==> config.mk <==
export PLATFORM = sky130hd
export DESIGN_NAME = timer_prescaler_ctrl
export DESIGN_NICKNAME = d
export VERILOG_FILES = /design/src/rtl/timer_prescaler_ctrl.sv
export SDC_FILE = /design/constraint.sdc
export NUM_CORES = 1
export LEC_CHECK = 0
export ABC_AREA = 0
export CORE_MARGIN = 1
export CORE_UTILIZATION = 30
export CTS_CLUSTER_SIZE = 16
export DETAILED_ROUTE_END_ITERATION = 8
export DONT_BUFFER_PORTS = 1
export PLACE_DENSITY_LB_ADDON = 0.15
export SYNTH_ARGS = -nofsm -noshare
export SYNTH_HDL_FRONTEND = slang
export SYNTH_SLANG_ARGS = --single-unit
==> constraint.sdc <==
create_clock -name clk -period 10.99 [get_ports clk]
set_input_delay 1.6485 -clock clk [delete_from_list [all_inputs] [get_ports clk]]
set_output_delay 1.6485 -clock clk [all_outputs]
set_load 0.01 [all_outputs]
==> src/rtl/timer_prescaler_ctrl.sv <==
// Timer prescaler controller: IDLE/RUN/HALTED FSM with a power-of-two prescaler that emits count pulses.
// Optional macro TIMER_DIV_SHADOW_EN makes the divide exponent update only at period boundaries.
module timer_prescaler_ctrl #(
  parameter int DIV_W     = 4,
  parameter int MAX_SHIFT = 8
) (
  input  logic                 clk,
  input  logic                 rst,
  input  logic                 timer_en,
  input  logic                 div_en,
  input  logic [DIV_W-1:0]     div_val,
  input  logic                 halt_req,
  input  logic                 dbg_mode,
  output logic                 cnt_en,
  output logic                 halt_ack,
  output logic [1:0]           state,
  output logic [MAX_SHIFT-1:0] pre_cnt
);

  localparam int SH_W = $clog2(MAX_SHIFT + 1);
  localparam int CW   = MAX_SHIFT + 1;

  typedef enum logic [1:0] {
    ST_IDLE   = 2'b00,
    ST_RUN    = 2'b01,
    ST_HALTED = 2'b10
  } state_t;

  state_t               r_state;
  state_t               w_next_state;
  logic [MAX_SHIFT-1:0] r_pre_cnt;
  logic [MAX_SHIFT-1:0] w_pre_nxt;
  logic [DIV_W-1:0]     w_div_active;
  logic [SH_W-1:0]      w_eff_shift;
  logic [CW-1:0]        w_d_m1;
  logic                 w_hc;
  logic                 w_wrap;
  logic                 w_cnt_en;

  assign w_hc = dbg_mode & halt_req;

`ifdef TIMER_DIV_SHADOW_EN
  logic [DIV_W-1:0] r_div_active;

  // Reload only at period boundaries so a mid-period change starts with the next period.
  always_ff @(posedge clk or posedge rst) begin
    if (rst)
      r_div_active <= '0;
    else if (r_state == ST_IDLE || w_cnt_en)
      r_div_active <= div_val;
  end

  assign w_div_active = r_div_active;
`else
  assign w_div_active = div_val;
`endif

  // Saturate the exponent so the divisor never exceeds the counter range.
  always_comb begin
    w_eff_shift = '0;
    if (div_en) begin
      if (32'(w_div_active) > MAX_SHIFT)
        w_eff_shift = SH_W'(MAX_SHIFT);
      else
        w_eff_shift = SH_W'(w_div_active);
    end
  end

  assign w_d_m1   = (CW'(1) << w_eff_shift) - CW'(1);
  // ">=" rather than "==" so a shrinking divisor wraps instead of overrunning.
  assign w_wrap   = ({1'b0, r_pre_cnt} >= w_d_m1);
  assign w_cnt_en = (r_state == ST_RUN) && timer_en && !w_hc && w_wrap;

  // NOTE: every always_comb output gets a default first so no path can infer a latch.
  always_comb begin
    w_next_state = r_state;
    if (w_hc)
      w_next_state = ST_HALTED;
    else if (!timer_en)
      w_next_state = ST_IDLE;
    else
      w_next_state = ST_RUN;
  end

  // Halt dominates so the partial period survives; leaving HALTED to RUN also holds for one cycle.
  always_comb begin
    w_pre_nxt = r_pre_cnt;
    if (w_hc)
      w_pre_nxt = r_pre_cnt;
    else if (!timer_en || !div_en || w_next_state == ST_IDLE)
      w_pre_nxt = '0;
    else if (r_state == ST_HALTED)
      w_pre_nxt = r_pre_cnt;
    else if (r_state == ST_RUN)
      w_pre_nxt = w_wrap ? '0 : r_pre_cnt + MAX_SHIFT'(1);
    else
      w_pre_nxt = '0;
  end

  // NOTE: state registers use non-blocking assignments so all flops update from pre-edge values.
  always_ff @(posedge clk or posedge rst) begin
    if (rst) begin
      r_state   <= ST_IDLE;
      r_pre_cnt <= '0;
    end else begin
      r_state   <= w_next_state;
      r_pre_cnt <= w_pre_nxt;
    end
  end

  assign cnt_en   = w_cnt_en;
  assign halt_ack = (r_state == ST_HALTED);
  assign state    = r_state;
  assign pre_cnt  = r_pre_cnt;

endmodule

---- After elaboration in Yosys (flattened, before gate mapping) ----
Cells that the tools add are included.
cells by class
  add/subtract/negate cells ............... 2
  $lt $le $gt $ge ......................... 2
  equal/unequal tests ..................... 3
  shift operators ......................... 1
  multiplexer cells ....................... 8
  bitwise operators ....................... 2
  reductions and logical operators ........ 10
operator list
  cell                   number
  $mux W8                4
  $ge A8 B9 Y1           1
  $shl A1 B4 Y9 const A  1
  $sub A9 B2 Y9 const B  1
  $add A8 B1 Y8 const B  1
  $mux W4                2
  $gt A4 B4 Y1 const B   1
  $logic_and A1 B1 Y1    3
  $logic_not A1 Y1       3
  $eq A2 B1 Y1 const B   1
  $eq A2 B2 Y1 const B   1
  $logic_not A2 Y1       1
  $logic_or A1 B1 Y1     2
  $mux W2                1
  $ne A2 B1 Y1 const B   1
  $reduce_and A2 Y1      1
  $and A1 B1 Y1          1
  $mux W1                1
  $not A1 Y1             1
word-level totals
  register bits ........................... 10
  input port bits ......................... 10
  logic and storage cells ................. 30

---- Logic depth before layout (Yosys ltp) ----
Gate-level depths: netlist (run 1).
  depth after elaboration ................. 10
  gate-level depth with buffers ........... 14
  depth with buffers taken out ............ 12

---- Least setup slack after synthesis (run 1) ----
OpenSTA, ideal clock, no wires.
  kind .................................... input -> output
  from .................................... in div_val[3]
  to ...................................... out cnt_en
  arrival ................................. 4.454 ns
  data required time ...................... 9.342 ns
  path slack .............................. 4.888 ns
  stages .................................. 13
  buffers on the path ..................... 2
  path through ............................ buf_2 or3_1 o21a_1 ha_1 clkbuf_1 nor4b_1 a21o_1 a22oi_1 ha_1 a21o_1 a221o_1 a41oi_4 nor3_1
between the ends
  longest elaborated chain between the ends .. 7
ends and longest elaborated chain
  element                line  text
  start: declaration     11    input logic [DIV_W-1:0] div_val,
  $gt A4 B4 Y1           62    if (32'(w_div_active) > MAX_SHIFT)
  $mux W4 *              62
  $mux W4 *              61    if (div_en) begin
  $shl A1 B4 Y9 *        69    assign w_d_m1 = (CW'(1) << w_eff_shift) - CW'(1);
  $sub A9 B2 Y9 *        69
  $ge A8 B9 Y1 *         71    assign w_wrap = ({1'b0, r_pre_cnt} >= w_d_m1);
  $logic_and A1 B1 Y1 *  72    assign w_cnt_en = (r_state == ST_RUN) && timer_en && !w_hc && w_wrap;
  end: declaration       14    output logic cnt_en,
Every way passes the cells marked *; elsewhere a longest branch is shown, timed or not.

---- Worst setup path in the final report (run 1) ----
  from .................................... in div_val[1]
  to ...................................... out cnt_en
The elaborated chain is that of the path after synthesis.

==> results of run 1 <==
kinds of logic after synthesis:
family	share of synthesized area (%)
simple gates	23.2
compound gates	29.5
fa+ha+maj	13.7
flops	27.4
buf+inv	3.42
xor+xnor	2.88
routing by layer:
| metal | part of all wire (%) | wire length [µm] | track usage (%) |
|---|---|---|---|
| met3 | 3.4 | 68 | 0.907 |
| met2 | 46 | 913 | 21.7 |
| met4 | 0.65 | 13 | 6.27 |
| met1 | 50 | 1000 | 20.8 |
| met5 | 0 | 0 | 0 |
synthesized netlist by cell type, types with 2 or more instances:
| master | number | share of area (%) |
|---|---|---|
| nor4_1 | 2 | 1.4 |
| and2_1 | 2 | 1.4 |
| a22oi_1 | 2 | 1.6 |
| nor2b_1 | 5 | 3.4 |
| o211ai_1 | 2 | 1.6 |
| inv_1 | 4 | 1.6 |
| clkbuf_1 | 2 | 0.82 |
| ha_1 | 10 | 14 |
| and3_1 | 2 | 1.4 |
| a21o_1 | 4 | 3.3 |
| o21ai_1 | 5 | 2.7 |
| nor3_1 | 2 | 1.1 |
| nand3_1 | 3 | 1.6 |
| a21oi_1 | 2 | 1.1 |
| nand2_1 | 15 | 6.2 |
| o211ai_2 | 3 | 4.1 |
| dfrtp_1 | 10 | 27 |
| nor2_1 | 4 | 1.6 |
| xnor2_1 | 3 | 2.9 |
| o21ai_0 | 4 | 2.2 |
per-stage QoR:
stage / power (µW) / worst slack [ns] / cells / hold slack, ns / utilization, %
finish: 75.9 / 4.92 / 134 / 0.636 / 34.0
global route: 81.4 / 4.74 / 134 / 0.687 / 34.0
floorplan: 51.5 / 4.89 / 103 / 0.561 / -
detailed placement: 53.2 / 4.92 / 131 / 0.620 / 33.2
CTS: 77.9 / 4.91 / 134 / 0.629 / 34.0
global placement: 52.8 / 4.98 / 131 / 0.630 / 33.2
worst max-delay path by stage:
stage / from / endpoint / slack, ns / cells after the start
after detailed placement: div_val[1] / cnt_en / 4.92 / 11
final: div_val[1] / cnt_en / 4.92 / 11
after global routing: div_val[1] / cnt_en / 4.74 / 11
after CTS: div_val[1] / cnt_en / 4.91 / 11
after global placement: div_val[1] / cnt_en / 4.98 / 11
after floorplan: div_val[3] / cnt_en / 4.89 / 13
registers in the layout, indices dropped and copies added, names as in the netlist:
| register | cells |
|---|---|
| state | 2 |
| pre_cnt | 8 |
layout make-up:
class / count / area (µm²) / area share (%)
inverter: 5 / 18.8 / 1.95
sequential: 10 / 250 / 26.0
clock buffer: 3 / 22.5 / 2.34
multi-input combinational: 85 / 632 / 65.7
tap: 31 / 38.8 / 4.03
power groups by stage:
stage,sequential (µW),combinational [µW],clock (µW)
after floorplan,38.9,12.6,0
after global placement,39.0,13.7,0
after detailed placement,39.0,14.1,0
after CTS,38.3,14.2,25.3
after global routing,38.4,16.0,27.0
final,38.4,13.8,23.7
==> results.py, run 1 <==
metrics = {
    "floorplan": {
        "placeableCoreArea_um2": 2830,
        "die-area_um2": 3270,
        "num_rows": 19,
        "die_w_um": 57.2,
        "fp.dieH_um": 57.2,
        "io-pin-count": 22,
        "start_util_pct": 32.3,
    },
    "drt": {
        "drc": 4,
        "wl_per_cell_um": 14.9,
        "vias": 734,
        "drt_wl_total_um": 2000,
        "via_per_inst": 5.48,
        "drt-initial-drc-count": 60,
        "drt_pre_antenna_iters": 6,
        "ant_nets": 0,
    },
    "timing": {
        "period_share_pct": 55.2,
        "period_minus_slack_ns": 6.07,
        "rsz0062_at_grt": "false",
        "fin_worst_skew_ns": 0.00397,
        "finalHoldViolCount": 0,
        "slew_headroom_pct": 72.7,
        "worstMarginPinSlew_ns": 0.406,
        "finalSetupTns_ns": 0,
        "fmax_ghz": 0.165,
        "setup_viol": 0,
        "finalMaxSlewViolations": 0,
    },
    "final_layout": {
        "syn_to_final_growth_pct": 5.34,
        "fillerInstances": 302,
        "layout_commonest_cell": "nand2_1",
        "postLayoutCellArea_um2": 962,
        "final_cell_mix": "15 x nand2_1, 10 x ha_1, 10 x dfrtp_1",
        "final_nets": 125,
        "n_antenna_cell": 0,
        "drive_gt1_share_pct": 12.6,
    },
    "clock_tree": {
        "cts_setup_buffers": 0,
        "clockRootBuffer": "clkbuf_4",
        "clk_path_buf_depth": 2,
        "clk_pin_slew_ns": 0.06,
        "cts_buffers": 3,
        "cts.sinks": 10,
        "hold_buffers": 0,
        "clock_latency_ns": 0.26,
        "cts_resized": 0,
        "cts_tree": "done",
        "htreeDepth": 1,
    },
    "power": {
        "seqPwrFrac_pct": 50.5,
        "p_sw_share_pct": 26.7,
        "irDropWorstVdd_v": 0.0000712,
        "p_leak_uw": 0.000421,
        "netSwitchingPower_uw": 20.3,
        "p_per_area_nw_per_um2": 78.9,
        "internal_power_uw": 55.6,
        "combPwrFrac_pct": 18.2,
        "clkPwrFrac_pct": 31.2,
    },
    "synthesis": {
        "synth-edff-count": 0,
        "syn_area_um2": 913,
        "ys_seq_area_share_pct": 27.4,
        "syn_inst": 103,
        "synth_nets": 123,
        "synth_warnings": 0,
        "yosys_most_used_dff": "dfrtp_1",
        "avgSynthCellArea_um2": 8.87,
        "synth.ff_latch_count": 10,
        "synth_async_sr_flop_share_pct": 100,
        "synth.distinct_cells": 37,
    },
    "worst_setup_path": {
        "end_kind": "output port",
        "cp_num_buf_inv": 0,
        "regToRegSetupSlack_ns": 8.91,
        "reg2reg_to": "pre_cnt[6]",
        "path_max_fanout": 9,
        "r2r-start": "pre_cnt[7]",
        "start_kind": "input pin",
        "cp_slowest_stage_delay_ns": 0.42,
        "path_class": "input pin to output port",
        "rr_worst_depth": 6,
        "critPathTopFamily": "compound AO/OA/AOI/OAI gates",
        "worst_ep_arrival_time_ns": 4.42,
        "required_ns": 9.34,
        "cp_slowest_cell": "or3_1",
        "crit_chain": "or3_1 > o21a_1 > ha_1 > nor4b_1 > a21o_1 > a22oi_1 > ha_1 > a21o_1 > a221o_1 > a41oi_4 > nor3_1",
    },
    "place": {
        "portBuffers": 0,
        "dp_hpwl_um": 1600,
        "placed_cell_area_um2": 940,
        "gp_congestion": 0.697,
    },
    "global_routing": {
        "grt_pass1_vias": 760,
        "grtUsageTotal_pct": 14.2,
        "antenna_found_initial": 0,
        "grt-ovfl-total": 0,
        "grt_pass1_wl_um": 3580,
        "grt_max_degree": 11,
    },
    "status": {
        "failed_checks": "DRC",
        "outcome": "finished, violations left",
    },
    "flow_run": {
        "drv_cap": 0,
    },
    "min_path": {
        "holdPathStages": 1,
        "min_from": "pre_cnt[0]",
        "holdPathEnd": "pre_cnt[0]",
        "hold_path.class": "flop to flop",
    },
}
No activity file was read; power rests on OpenSTA's default activity.
==> run 2: changes to the inputs <==
- clock period: 10.99 -> 5.1 ns (I/O delays scaled with it)
==> run 2 against run 1 <==
  * The run still ends with DRC left
  * Sequential power grew 120%
  * Critical path depth unchanged
  * Wire length shrank 0.45%
  * Count of clock-buffer cells in the layout unchanged
  * First-iteration DRC count rose by 5.0%
  * Setup slack worse by 4.1 ns
  * Clock skew is essentially flat
  * Total power up 120%
  * Combinational power increased by 120%
  * Flip-flop and latch count did not move
  * Largest power group unchanged
==> results.py, run 2 (same netlist as run 1, synthesis figures left out) <==
metrics = {
    "timing": {
        "fmax_ghz": 0.234,
        "finalSetupTns_ns": 0,
        "finalMaxSlewViolations": 0,
        "fin_ws_ns": 0.822,
        "period_minus_slack_ns": 4.28,
        "rsz0062_at_grt": "false",
        "setup_viol": 0,
        "finalHoldViolCount": 0,
        "worstMarginPinSlew_ns": 0.399,
        "period_share_pct": 83.9,
        "hold_slack_ns": 0.367,
        "fin_worst_skew_ns": 0.00361,
        "slew_headroom_pct": 73.2,
    },
    "clock_tree": {
        "clockRootBuffer": "clkbuf_4",
        "cts_resized": 0,
        "clk_path_buf_depth": 2,
        "htreeDepth": 1,
        "cts.sinks": 10,
        "clock_latency_ns": 0.26,
        "cts_buffers": 3,
        "cts_setup_buffers": 0,
        "cts_tree": "done",
        "hold_buffers": 0,
        "clk_pin_slew_ns": 0.06,
    },
    "final_layout": {
        "drive_gt1_share_pct": 12.6,
        "largest_register_ffs": 8,
        "n_antenna_cell": 0,
        "multi_input_area_um2": 632,
        "final_nets": 125,
        "fillerInstances": 295,
        "final_cell_mix": "15 x nand2_1, 10 x ha_1, 10 x dfrtp_1",
        "postLayoutCellArea_um2": 962,
        "final-seq-area_um2": 250,
        "layout_commonest_cell": "nand2_1",
        "syn_to_final_growth_pct": 5.34,
    },
    "status": {
        "outcome": "finished, violations left",
        "failed_checks": "DRC",
    },
    "floorplan": {
        "io-pin-count": 22,
        "placeableCoreArea_um2": 2830,
        "die-area_um2": 3270,
        "start_util_pct": 32.3,
        "die_w_um": 57.2,
        "num_rows": 19,
        "fp.dieH_um": 57.2,
    },
    "global_routing": {
        "grt-ovfl-total": 0,
        "grt_pass1_vias": 749,
        "grt_pass1_wl_um": 3530,
        "grtUsageTotal_pct": 14.0,
        "grt_max_degree": 11,
        "antenna_found_initial": 0,
    },
    "worst_setup_path": {
        "path_class": "input pin to output port",
        "end_kind": "output port",
        "crit_chain": "or3_1 > o21a_1 > ha_1 > nor4_1 > a21o_1 > a22oi_1 > ha_1 > a21o_1 > a221o_1 > a41oi_4 > nor3_1",
        "worst_ep_arrival_time_ns": 3.51,
        "critPathTopFamily": "compound AO/OA/AOI/OAI gates",
        "cp_num_buf_inv": 0,
        "required_ns": 4.34,
        "cp_slowest_cell": "or3_1",
        "start_kind": "input pin",
        "cp_slowest_stage_delay_ns": 0.42,
        "path_max_fanout": 9,
    },
    "drt": {
        "vias": 745,
        "drt-initial-drc-count": 63,
        "via_per_inst": 5.56,
        "drt_pre_antenna_iters": 7,
        "drc": 2,
        "wl_per_cell_um": 14.8,
        "ant_nets": 0,
        "drt_wl_total_um": 1990,
    },
    "power": {
        "p_leak_uw": 0.000421,
        "irDropWorstVdd_v": 0.000111,
        "power_uw": 165,
        "p_per_area_nw_per_um2": 172,
    },
    "min_path": {
        "hold_path.class": "input pin to async pin",
    },
    "place": {
        "gp_congestion": 0.688,
        "placed_cell_area_um2": 940,
        "dp_hpwl_um": 1550,
        "pre_cts_ws_ns": 0.813,
        "portBuffers": 0,
    },
    "flow_run": {
        "drv_cap": 0,
    },
}
==> run 2: cell counts in the layout (fill, tap and decap cells not counted) <==
No cell type changed its count.
==> run 2: per-stage QoR <==
step	std cells	util, %
CTS	134	34.0
finish	134	34.0
floorplan	103	-
detailed placement	131	33.2
global placement	131	33.2
global route	134	34.0
==> run 2: area by class of cell <==
type                       instances  area share [%]
multi-input combinational         85            65.7
inverter                           5            1.95
clock buffer                       3            2.34
sequential                        10            26.0
tap                               31            4.03
==> run 2: report_power, final <==
| group | internal (µW) | switching (µW) | total, µW |
|---|---|---|---|
| Combinational | 12.1 | 17.8 | 29.9 |
| Sequential | 80.6 | 2.09 | 82.7 |
| Clock | 27.2 | 25.4 | 52.6 |
==> run 2: final timing paths <==
kind | from | to | slack [ns] | cells past startpoint
min | rst | pre_cnt[1] | 0.37 | 1
max in group asynchronous | rst | state[1] | 4.45 | 1
max | div_val[1] | cnt_en | 0.82 | 11
min reg2reg | pre_cnt[0] | pre_cnt[0] | 0.63 | 1
min in group clk | halt_req | state[0] | 0.61 | 1
max reg2reg | pre_cnt[4] | pre_cnt[6] | 3.02 | 6
==> run 2: metal layers <==
layer	global-route usage [%]	vias up	part of all wire [%]
met5	0	-	0
met4	5.23	0	1.4
met3	2.95	4	4.0
met2	21.3	18	45
met1	19.5	343	50
li1	-	380	-
==> run 3: changes to the inputs <==
- clock period: 5.1 -> 4.45 ns (I/O delays scaled with it)
==> run 3 against run 2 <==
  * Global-route usage grew 0.46 points
  * Clock power grew 59%
  * Count of clock-buffer cells in the layout grew 1
  * Flip-flop and latch count is the same
  * The run still ends with DRC left
  * Wire length grew 4.1%
  * Critical path depth is the same
  * Clock skew is essentially flat
  * Cell area grew 1.4%
  * Register-to-register slack lost 0.67 ns
  * Total power grew 29%
==> results.py, run 3 (same netlist as run 1, synthesis figures left out) <==
metrics = {
    "place": {
        "dp_hpwl_um": 1630,
        "portBuffers": 0,
        "gp_congestion": 0.690,
        "placed_cell_area_um2": 940,
        "placed_cells": 131,
    },
    "clock_tree": {
        "cts_buffers": 3,
        "clk_path_buf_depth": 2,
        "cts_tree": "done",
        "htreeDepth": 1,
        "clock_latency_ns": 0.27,
        "cts.sinks": 10,
        "cts_setup_buffers": 0,
        "clk_pin_slew_ns": 0.07,
        "hold_buffers": 0,
        "clockRootBuffer": "clkbuf_4",
        "cts_resized": 0,
    },
    "timing": {
        "finalMaxSlewViolations": 0,
        "setup_viol": 0,
        "finalSetupTns_ns": 0,
        "period_minus_slack_ns": 4.13,
        "slew_headroom_pct": 73.2,
        "worstMarginPinSlew_ns": 0.402,
        "finalHoldViolCount": 0,
        "rsz0062_at_grt": "false",
        "fmax_ghz": 0.242,
        "fin_worst_skew_ns": 0.00381,
        "period_share_pct": 92.7,
    },
    "final_layout": {
        "syn_to_final_growth_pct": 6.85,
        "postLayoutCellArea_um2": 976,
        "largest_register_ffs": 8,
        "final_cell_mix": "15 x nand2_1, 10 x ha_1, 10 x dfrtp_1",
        "final_nets": 125,
        "final_cells": 135,
        "drive_gt1_share_pct": 13.5,
        "layout_commonest_cell": "nand2_1",
        "n_antenna_cell": 0,
        "fillerInstances": 287,
    },
    "power": {
        "clkPwrFrac_pct": 39.3,
        "seqPwrFrac_pct": 44.5,
        "p_per_area_nw_per_um2": 218,
        "internal_power_uw": 156,
        "p_sw_share_pct": 26.8,
        "netSwitchingPower_uw": 56.9,
        "irDropWorstVdd_v": 0.000142,
        "combPwrFrac_pct": 16.2,
        "p_leak_uw": 0.000428,
    },
    "worst_setup_path": {
        "required_ns": 3.78,
        "cp_slowest_stage_delay_ns": 0.42,
        "cp_slowest_cell": "or3_1",
        "start_kind": "input pin",
        "path_max_fanout": 9,
        "crit_chain": "or3_1 > o21a_1 > ha_1 > nor4b_1 > a21o_1 > a22oi_1 > ha_1 > a21o_1 > a221o_1 > a41oi_4 > nor3_1",
        "critPathTopFamily": "compound AO/OA/AOI/OAI gates",
        "worst_ep_arrival_time_ns": 3.46,
        "path_class": "input pin to output port",
        "end_kind": "output port",
        "cp_num_buf_inv": 0,
    },
    "drt": {
        "vias": 756,
        "ant_nets": 0,
        "drt_pre_antenna_iters": 6,
        "drt_wl_total_um": 2070,
        "via_per_inst": 5.60,
        "wl_per_cell_um": 15.3,
        "drc": 4,
        "drt-initial-drc-count": 61,
    },
    "global_routing": {
        "grt_pass1_vias": 813,
        "grt_pass1_wl_um": 3680,
        "grtUsageTotal_pct": 14.5,
        "antenna_found_initial": 0,
        "grt_max_degree": 11,
        "grt-ovfl-total": 0,
    },
    "flow_run": {
        "drv_cap": 0,
    },
    "floorplan": {
        "io-pin-count": 22,
        "placeableCoreArea_um2": 2830,
        "die-area_um2": 3270,
        "start_util_pct": 32.3,
        "num_rows": 19,
        "fp.dieH_um": 57.2,
        "die_w_um": 57.2,
    },
    "status": {
        "failed_checks": "DRC",
        "outcome": "finished, violations left",
    },
    "min_path": {
        "hold_path.class": "input pin to async pin",
    },
}
-- run 3: cell types whose count changed in the layout (fill, tap and decap cells not counted) --
cell / before / now
clkbuf_8: 0 / 1
-- run 3: stage by stage --
step                setup WS (ns)  util [%]  power (µW)  hold slack [ns]
floorplan                   0.310         -         127            0.508
global placement            0.364      33.2         130            0.558
detailed placement          0.299      33.2         132            0.569
CTS                         0.295      34.5         216            0.279
global route               0.0997      34.5         226            0.294
finish                      0.324      34.5         213            0.266
-- run 3: worst paths after layout --
path                            cells after the start    endpoint  startpoint  slack [ns]
worst max-delay path                               11      cnt_en  div_val[1]        0.32
worst min-delay path                                1  pre_cnt[4]         rst        0.27
worst max register to register                      6  pre_cnt[6]  pre_cnt[4]        2.35
worst min register to register                      1  pre_cnt[0]  pre_cnt[0]        0.63
max in group asynchronous                           1  pre_cnt[3]         rst        3.90
min in group clk                                    1    state[0]    halt_req        0.50
-- run 3: area by class of cell --
cell class                 count  area, µm²  area share, %
clock buffer                   4       36.3           3.72
multi-input combinational     85        632           64.7
inverter                       5       18.8           1.92
tap                           31       38.8           3.97
sequential                    10        250           25.6
-- run 3: power groups by stage --
stage	sequential (µW)	clock [µW]	combinational, µW
floorplan	96.0	0	31.2
global placement	96.5	0	34.0
detailed placement	96.6	0	35.2
CTS	94.7	85.9	35.5
global route	94.9	91.2	39.6
finish	94.7	83.6	34.4
-- run 3: worst reg2reg max path, cell delays in order, from the launching register on --
cell and delay, ns:
dfrtp_1 0.48, ha_1 0.38, a21o_1 0.17, a221o_1 0.33
a41oi_4 0.31, o21ai_4 0.16, o211ai_2 0.18
-- run 3: metal layers --
layer / wire length (µm) / track usage, % / vias up
met5: 0 / 0 / -
met4: 17 / 5.23 / 0
met3: 79 / 2.72 / 2
met2: 956 / 23.7 / 12
met1: 1020 / 19.0 / 360
li1: - / - / 382
